File: src/rtl/gcd_pkg.sv
// Shared definitions for the GCD controller: FSM state encoding and the
// iteration ceiling used by the saturating step counter.
package gcd_pkg;

    typedef enum logic [2:0] {
        IDLE = 3'd0,
        LOAD = 3'd1,
        CMP  = 3'd2,
        SUBX = 3'd3,
        SUBY = 3'd4,
        DONE = 3'd5
    } gcd_state_t;

    localparam int unsigned DEFAULT_WIDTH = 4;

    // MAX_ITER(WIDTH) = 2**WIDTH, the value at which the step counter sticks.
    function automatic int unsigned max_iter(input int unsigned width);
        return 32'd1 << width;
    endfunction

endpackage

File: src/rtl/gcd_iter_counter.sv
// Saturating subtraction-step counter: synchronous clear, increment, and a
// flag that goes high once the count reaches 2**WIDTH.
module gcd_iter_counter
    import gcd_pkg::*;
#(
    parameter int WIDTH = 4
) (
    input  logic             clk,
    input  logic             clr,
    input  logic             clear,
    input  logic             inc,
    output logic [WIDTH:0]   count,
    output logic             sat
);

    localparam logic [WIDTH:0] CNT_MAX = (WIDTH+1)'(max_iter(WIDTH));

    logic [WIDTH:0] count_reg;

    always_ff @(posedge clk or posedge clr) begin
        if (clr) begin
            count_reg <= '0;
        end else if (clear) begin
            count_reg <= '0;
        end else if (inc && !sat) begin
            count_reg <= count_reg + 1'b1;
        end
    end

    assign sat   = (count_reg == CNT_MAX);
    assign count = count_reg;

endmodule

File: src/rtl/gcd_controller.sv
// Moore FSM sequencing a subtract-and-compare GCD datapath.
// Optional build macro GCD_CTRL_TIMEOUT_EN ends a run with err=1 once the step count saturates.
module gcd_controller
    import gcd_pkg::*;
#(
    parameter int WIDTH = DEFAULT_WIDTH
) (
    input  logic             clk,
    input  logic             clr,
    input  logic             start,
    input  logic             eq,
    input  logic             lt,
    output logic             x_load,
    output logic             y_load,
    output logic             x_select,
    output logic             y_select,
    output logic             busy,
    output logic             done,
    output logic             err,
    output logic [WIDTH:0]   iters
);

    gcd_state_t state_reg, state_next;
    logic       iter_clear;
    logic       iter_inc;
    logic       iter_sat;

    always_ff @(posedge clk or posedge clr) begin
        if (clr) begin
            state_reg <= IDLE;
        end else begin
            state_reg <= state_next;
        end
    end

`ifdef GCD_CTRL_TIMEOUT_EN
    logic err_reg, err_next;

    always_ff @(posedge clk or posedge clr) begin
        if (clr) begin
            err_reg <= 1'b0;
        end else begin
            err_reg <= err_next;
        end
    end

    assign err = err_reg;
`else
    assign err = 1'b0;
`endif

    always_comb begin
        state_next = state_reg;
        x_load     = 1'b0;
        y_load     = 1'b0;
        x_select   = 1'b0;
        y_select   = 1'b0;
        iter_clear = 1'b0;
        iter_inc   = 1'b0;
`ifdef GCD_CTRL_TIMEOUT_EN
        err_next   = err_reg;
`endif
        case (state_reg)
            IDLE: begin
                if (start) state_next = LOAD;
            end
            LOAD: begin
                x_load     = 1'b1;
                y_load     = 1'b1;
                x_select   = 1'b1;
                y_select   = 1'b1;
                iter_clear = 1'b1;
`ifdef GCD_CTRL_TIMEOUT_EN
                err_next   = 1'b0;
`endif
                state_next = CMP;
            end
            CMP: begin
                if (eq) begin
                    state_next = DONE;
`ifdef GCD_CTRL_TIMEOUT_EN
                end else if (iter_sat) begin
                    // A zero operand never converges; give up with an error.
                    state_next = DONE;
                    err_next   = 1'b1;
`endif
                end else if (lt) begin
                    state_next = SUBY;
                end else begin
                    state_next = SUBX;
                end
            end
            SUBX: begin
                x_load     = 1'b1;
                iter_inc   = 1'b1;
                state_next = CMP;
            end
            SUBY: begin
                y_load     = 1'b1;
                iter_inc   = 1'b1;
                state_next = CMP;
            end
            DONE: begin
                state_next = IDLE;
            end
            default: begin
                state_next = IDLE;
            end
        endcase
    end

    gcd_iter_counter #(
        .WIDTH (WIDTH)
    ) u_iter_counter (
        .clk   (clk),
        .clr   (clr),
        .clear (iter_clear),
        .inc   (iter_inc && !iter_sat),
        .count (iters),
        .sat   (iter_sat)
    );

    assign busy = (state_reg != IDLE);
    assign done = (state_reg == DONE);

endmodule

File: config.mk
export PLATFORM = sky130hd
export DESIGN_NAME = gcd_controller
export DESIGN_NICKNAME = d
export VERILOG_FILES = /design/src/rtl/gcd_pkg.sv /design/src/rtl/gcd_iter_counter.sv /design/src/rtl/gcd_controller.sv
export SDC_FILE = /design/constraint.sdc
export NUM_CORES = 1
export LEC_CHECK = 0
export ABC_AREA = 1
export CORE_AREA = 10 10 47 49
export DETAILED_ROUTE_END_ITERATION = 7
export DIE_AREA = 0 0 57 59
export HOLD_SLACK_MARGIN = 0.03
export PLACE_DENSITY = 0.79
export SLEW_MARGIN = 20
export SYNTH_ARGS = -nofsm -noshare
export SYNTH_HDL_FRONTEND = slang
export SYNTH_HIERARCHICAL = 1
export SYNTH_SLANG_ARGS = --single-unit
File: constraint.sdc
create_clock -name clk -period 2.26 [get_ports clk]
set_input_delay 0.678 -clock clk [delete_from_list [all_inputs] [get_ports clk]]
set_output_delay 0.678 -clock clk [all_outputs]
set_load 0.01 [all_outputs]
=== Word level (Yosys, flattened, before mapping) ===
Cells that the tools add are included.

* Register bits: 8
* Output and inout port bits: 12
* Word-level logic and storage cells: 30

* Add/subtract/negate cells: 1
* Equality and inequality tests: 7
* Mux-type cells: 10
* Reductions and logical operators: 10

{| class="wikitable"
|+ Operators with widths
! operator !! number
|-
| $mux W5 || 2
|-
| $mux W3 || 3
|-
| $pmux W3 S3 || 1
|-
| $eq A3 B2 Y1 const B || 2
|-
| $eq A3 B3 Y1 const B || 2
|-
| $reduce_or A2 Y1 || 3
|-
| $add A5 B1 Y5 const B || 1
|-
| $eq A5 B5 Y1 const B || 1
|-
| $mux W1 || 4
|-
| $eq A3 B1 Y1 const B || 1
|-
| $logic_not A3 Y1 || 1
|-
| $reduce_bool A3 Y1 || 1
|-
| $reduce_or A3 Y1 || 1
|-
| $logic_and A1 B1 Y1 || 2
|-
| $ne A2 B2 Y1 const B || 1
|-
| $reduce_bool A2 Y1 || 1
|-
| $logic_not A1 Y1 || 1
|}

=== Depth between registers and ports, before layout ===
Gate-level depths: netlist of run 1.

* Depth after elaboration: 7
* Gate-level depth with buffers: 11
* Depth with buffers taken out: 11

=== Hierarchy ===
Netlist of run 1, hierarchy kept.

{| class="wikitable"
|+ By module, submodules not included
! module !! times used !! cells an instance !! area an instance (um2)
|-
| gcd_iter_counter || 1 || 41 || 340.3
|-
| gcd_controller || 1 || 32 || 205.2
|}

=== Worst setup path after synthesis of run 1 ===
OpenSTA, ideal clock, no wires.

* Path type: register to register
* Start point: register u_iter_counter.count_reg[0], in the netlist u_iter_counter/count[0]
* End point: register u_iter_counter.count_reg[4], in the netlist u_iter_counter/count[4]
* Library setup time: 0.120 ns
* Arrival time: 1.629 ns
* Data required time: 2.140 ns
* Slack: 0.511 ns
* Stages on the path, launching flop included: 11
* Path through: dfrtp_1 -> inv_1 -> ha_1 -> nand2_1 -> inv_1 -> nand2_4 -> inv_1 -> a21oi_1 -> nand4_1 -> o21ai_0 -> nor2_1

* Word-level cells in the longest chain between the ends: 5
* Elaborated cells between the ends (all ways): 8
* Classes of those cells: 1 x add/sub; 1 x eq/ne; 2 x mux; 4 x reduce/logical

{| class="wikitable"
|+ RTL lines
! what !! line !! RTL
|-
| start: declaration || gcd_iter_counter.sv:18 || <nowiki>logic [WIDTH:0] count_reg;</nowiki>
|-
| start signal: assignment || gcd_iter_counter.sv:26 || <nowiki>count_reg <= count_reg + 1'b1;</nowiki>
|-
| $eq A5 B5 Y1 (*) || gcd_iter_counter.sv:30 || <nowiki>assign sat = (count_reg == CNT_MAX);</nowiki>
|-
| named net iter_sat || gcd_controller.sv:26 || <nowiki>logic iter_sat;</nowiki>
|-
| $logic_not A1 Y1 (*) || gcd_iter_counter.sv:25, gcd_controller.sv:118 ||
|-
| $logic_and A1 B1 Y1 || gcd_controller.sv:118 || <nowiki>.inc (iter_inc && !iter_sat),</nowiki>
|-
| $logic_and A1 B1 Y1 (*) || gcd_iter_counter.sv:25 || <nowiki>end else if (inc && !sat) begin</nowiki>
|-
| $reduce_bool A2 Y1 (no source line) (*) || -- ||
|}

The timed path passes the listed nets; every way through them passes the cells marked *. The select of a mux whose other input is x is not followed.
A chain may end at the register's enable or synchronous reset.

=== Worst setup path in the final report of run 1 ===
* Start point: register state_reg[2]
* End point: output done

* Word-level cells in the longest chain between the ends: 1

{| class="wikitable"
|+ RTL lines
! what !! line !! RTL
|-
| start: declaration || gcd_controller.sv:23 || <nowiki>gcd_state_t state_reg, state_next;</nowiki>
|-
| start signal: assignment || gcd_controller.sv:32 || <nowiki>state_reg <= state_next;</nowiki>
|-
| $eq A3 B3 Y1 || gcd_controller.sv:124 || <nowiki>assign done = (state_reg == DONE);</nowiki>
|-
| end: declaration || gcd_controller.sv:18 || <nowiki>output logic done,</nowiki>
|}

Every way passes these cells.

==> impl_metrics.yaml, run 1 <==
grt:
  grt_pass1_wl_um: 2140
  grt_use_total: 0.0791
  grt_max_degree: 8
  grt_overflow: 0
  grt_pass1_vias: 509
  antenna_found_initial: 0
floorplanning:
  initial_utilization: 0.389
  die_h_um: 59
  core_um2: 1400
  io_pins: 17
  die_x_um: 57
  num_rows: 14
  die_area_um2: 3360
route:
  drc: 0
  first_pass_iters: 4
  wl_per_cell_um: 11.4
  via_count: 500
  drt_iter0_markers: 6
  wirelength_um: 1210
  postRouteAntennaNets: 0
  vias_per_cell: 4.72
power_and_ir_drop:
  peakVddDrop_v: 0.000586
  power.total_mw: 0.926
  power_density_nw_per_um2: 1260
  p_leak_nw: 0.400
layout:
  area_growth_pct: 35.1
  final_cell_area_um2: 737
  nFillCells: 153
  drive_gt1_frac: 0.200
  largest_register_ffs: 5
  final_cells: 106
  antennaDiodeCount: 0
  nets: 99
synth:
  synth_area_um2: 546
  ys.flop_type: "dfrtp_1"
  ys_seq_area_frac: 0.367
  syn_inst: 73
  synth_edf_count: 0
  yosysMostFrequentCell: "inv_1"
  netlist_top_cells_count: "inv_1 (13), nand2_1 (11), dfrtp_1 (8), nor2_1 (8), nand3_1 (6)"
  synthArstFlopShare: 1.00
  synth_top_area_cell: "dfrtp_1"
  avgSynthCellArea_um2: 7.47
  ys_types: 18
  synth_warnings: 6
  yosys-top-cells-area: "dfrtp_1 (37%), inv_1 (8.9%), nand2_1 (7.6%)"
  synth_top_area_frac: 0.367
  syn_nets: 80
  synth-seq-cells: 8
placement:
  place_inst: 103
  place_area_um2: 708
  hpwlAfterDp_um: 1040
  io_buffers: 15
  place_congestion: 0.826
outcome:
  outcome: "finished, final reports clean"
setup_path:
  cpPeakStageDelay_ns: 0.56
  path_class: "reg -> out"
  required_ns: 1.58
  cp_max_fo: 6
  critPathLaunchType: "register"
  cp-end-kind: "output port"
  crit_slowest_cell: "clkdlybuf4s50_1"
  cp_cell_sequence: "inv_2 -> nor3_1 -> clkdlybuf4s50_1"
  arrival_ns: 1.44
clock_network:
  clock_latency_ns: 0.24
  cts_max_level: 1
  clockBufferDepth: 2
  holdBufCountCts: 0
  numCtsBuffers: 3
  cts_root_buf: "clkbuf_4"
  path_clk_slew_ns: 0.05
  cts_sinks: 8
  cts_tree: "done"
timing:
  maxSlewViolCount: 0
  grt_setup_unrepaired: "no"
  setup_viol: 0
  period_share: 0.939
  tns_ns: 0
  whs_ns: 0.563
  clock-skew-final_ns: 0.000896
  final-hold-violation-count: 0
  fmax_mhz: 471
  fin_crit_ns: 2.12
flow_run:
  drv_cap: 0
worst_hold_path:
  hold_path_class: "reg -> reg"
metrics by stage:
step | worst slack [ns] | utilization
2_1_floorplan | 0.511 | -
3_3_place_gp | 0.295 | 0.505
3_5_place_dp | 0.270 | 0.505
5_1_grt | 0.0461 | 0.526
4_1_cts | 0.00473 | 0.521
6_report | 0.137 | 0.526
layout by cell type (no fill, tap or decap):
cell	netlist	final
dlymetal6s2s_1	0	2
nand4_1	5	5
nand2_4	3	3
dlygate4sd2_1	0	1
nor3_1	1	1
clkbuf_4	0	3
nand3_1	6	6
nand2_2	2	2
o21ai_2	2	2
nand2_1	11	11
ha_1	2	2
clkdlybuf4s50_1	0	12
dfrtp_2	0	2
o21ai_0	2	2
nor2_1	8	8
a21oi_1	2	2
inv_2	1	2
xor2_1	1	1
dfrtp_1	8	6
buf_4	2	1
nor2_2	3	3
inv_1	13	12
conb_1	1	1
metal layers:
metal | vias to the layer above | global-route usage | wire length [µm]
li1 | 262 | - | -
met1 | 229 | 0.0796 | 503
met2 | 7 | 0.135 | 637
met3 | 2 | 0.0365 | 62
met4 | 0 | 0.0403 | 9
met5 | - | 0 | 0
power by group:
part           internal [mW]  switching [mW]  total [mW]
logic                  0.251           0.297       0.548
clock network         0.0605          0.0450       0.106
registers              0.197          0.0752       0.272
total                  0.508           0.417       0.926
kinds of logic (layout without fill, tap and decap cells):
kind of cell	count (synthesis)	count (layout)	share of synthesized area
compound gates	6	6	0.0688
xor+xnor	1	1	0.0161
fa+ha+maj	2	2	0.0459
buf+inv	16	33	0.124
flops	8	8	0.367
other cells	1	1	0.00687
simple gates	39	39	0.372
worst max-delay path: cells and delay by family (launching register included):
kind,cells,cell delay (ns)
flops,1,0.40
buf+inv,2,0.63
simple gates,1,0.17
what timing repair did:
| action | in CTS | in global routing |
|---|---|---|
| gates resized for setup | 1 | 5 |
| buffers inserted | 0 | 0 |
| setup endpoints to repair | 1 | 3 |
cell type report:
class / count / area (µm²) / area share
multi-input cells: 49 / 278 / 0.377
clock buffers: 3 / 22.5 / 0.0306
well taps: 16 / 20.0 / 0.0272
repair buffers: 16 / 161 / 0.219
inverters: 14 / 52.6 / 0.0713
flip-flops and latches: 8 / 203 / 0.275
final timing paths:
check                                   startpoint                      end  slack, ns  cells past startpoint
hold / removal                        state_reg[2]             state_reg[1]       0.56                      2
hold reg to reg                       state_reg[2]             state_reg[1]       0.56                      2
setup reg to reg           u_iter_counter/count[0]  u_iter_counter/count[4]       0.56                     11
min in group asynchronous                      clr             state_reg[1]       0.63                      2
setup / recovery                      state_reg[2]                     done       0.14                      3
max in group asynchronous                      clr  u_iter_counter/count[4]       1.41                      2
Power figures use the tool's default switching activity.
==> run 2: changes to the inputs <==
--- a/config.mk
+++ b/config.mk
@@ -11,6 +11,7 @@
 export DIE_AREA = 0 0 57 59
 export HOLD_SLACK_MARGIN = 0.03
 export PLACE_DENSITY = 0.79
+export RECOVER_POWER = 25
 export SLEW_MARGIN = 20
 export SYNTH_ARGS = -nofsm -noshare
 export SYNTH_HDL_FRONTEND = slang
==> impl_metrics.yaml, run 2 (synthesis gave the netlist of run 1 again) <==
outcome:
  outcome: "finished, final reports clean"
setup_path:
  crit_slowest_cell: "clkdlybuf4s50_1"
  worstReg2RegStart: "u_iter_counter/count[0]"
  cp-end-kind: "output port"
  cpPeakStageDelay_ns: 0.56
  cp_max_fo: 6
  path_class: "reg -> out"
  cp_cell_sequence: "inv_2 -> nor3_1 -> clkdlybuf4s50_1"
  crit_start: "state_reg[2]"
  cp.buffers_inverters: 2
  required_ns: 1.58
  path_delay_family: "buffers and inverters"
  arrival_ns: 1.44
  critPathLaunchType: "register"
layout:
  area_growth_pct: 35.1
  final_cells: 106
  nFillCells: 153
  nets: 99
  largest_register_ffs: 5
  drive_gt1_frac: 0.200
  antennaDiodeCount: 0
  final_cell_mix: "inv_1 (12), nand2_1 (11), clkdlybuf4s50_1 (11), nor2_1 (8)"
  final_common_cell: "inv_1"
grt:
  grt_overflow: 0
  grt_max_degree: 8
  grt_pass1_wl_um: 2140
  antenna_found_initial: 0
  grt_pass1_vias: 509
  grt_use_total: 0.0791
clock_network:
  numCtsBuffers: 3
  path_clk_slew_ns: 0.05
  clockBufferDepth: 2
  cts_max_level: 1
  cts_tree: "done"
  cts_sinks: 8
  cts_root_buf: "clkbuf_4"
  clock_latency_ns: 0.24
  cts_setup_buffers: 0
floorplanning:
  die_area_um2: 3360
  die_x_um: 57
  io_pins: 17
  core_um2: 1400
  die_h_um: 59
  num_rows: 14
  initial_utilization: 0.389
flow_run:
  drv_cap: 0
timing:
  setup_viol: 0
  maxSlewViolCount: 0
  final-hold-violation-count: 0
  period_share: 0.939
  fmax_mhz: 471
  tns_ns: 0
  clock-skew-final_ns: 0.000750
  grt_setup_unrepaired: "no"
  fin_crit_ns: 2.12
worst_hold_path:
  hold_path_class: "reg -> reg"
  min_from: "state_reg[2]"
placement:
  place_inst: 103
  io_buffers: 15
  place_congestion: 0.826
  hpwlAfterDp_um: 1040
power_and_ir_drop:
  power_density_nw_per_um2: 1260
  peakVddDrop_v: 0.000586
  power.total_mw: 0.925
  p_leak_nw: 0.400
route:
  drc: 0
  wl_per_cell_um: 11.4
  drt_iter0_markers: 6
  postRouteAntennaNets: 0
  first_pass_iters: 4
  via_count: 500
  wirelength_um: 1210
  vias_per_cell: 4.72
-- run 2: final timing paths --
| check | to | slack (ns) | depth (start not counted) |
|---|---|---|---|
| max in group asynchronous | u_iter_counter/count[4] | 1.28 | 2 |
| min reg2reg | state_reg[1] | 0.56 | 2 |
| max reg2reg | u_iter_counter/count[4] | 0.56 | 11 |
| min | state_reg[1] | 0.56 | 2 |
| min in group asynchronous | state_reg[1] | 0.76 | 2 |
| max | done | 0.14 | 3 |
-- run 2: metrics by stage --
step	hold slack, ns	util	worst slack (ns)	cell area (µm²)
2_1_floorplan	0.432	-	0.511	546
3_3_place_gp	0.579	0.505	0.295	708
3_5_place_dp	0.587	0.505	0.270	708
4_1_cts	0.600	0.521	0.00473	729
5_1_grt	0.602	0.526	0.0461	737
6_report	0.563	0.526	0.137	737
-- run 2: layout make-up --
type | instances | area (µm²) | share of cell area
repair buffers | 16 | 161 | 0.219
well taps | 16 | 20.0 | 0.0272
flip-flops and latches | 8 | 203 | 0.275
clock buffers | 3 | 22.5 | 0.0306
inverters | 14 | 52.6 | 0.0713
multi-input cells | 49 | 278 | 0.377
-- run 2: metal layers --
metal  global-route usage  wire length [µm]  vias to the layer above  share of wire
li1                     -                 -                      262              -
met1               0.0796               503                      229           0.42
met2                0.135               637                        7           0.53
met3               0.0365                62                        2          0.051
met4               0.0403                 9                        0         0.0074
met5                    0                 0                        -              0
-- run 2: repair_timing --
action | 4_1_cts | 5_1_grt
resized for setup | 1 | 5
setup endpoints to repair | 1 | 3
hold buffers | 0 | 0
-- run 2: power breakdown --
group | switching, mW | leakage, nW | internal, mW
sequential | 0.0752 | 0.103 | 0.197
clock | 0.0451 | 0.0138 | 0.0605
combinational | 0.297 | 0.283 | 0.250
-- run 2: tightest hold or removal path, cell delays in order, from the launching register on --
cell and delay, ns:
dfrtp_2 0.40, a21oi_1 0.08, nand2_1 0.05
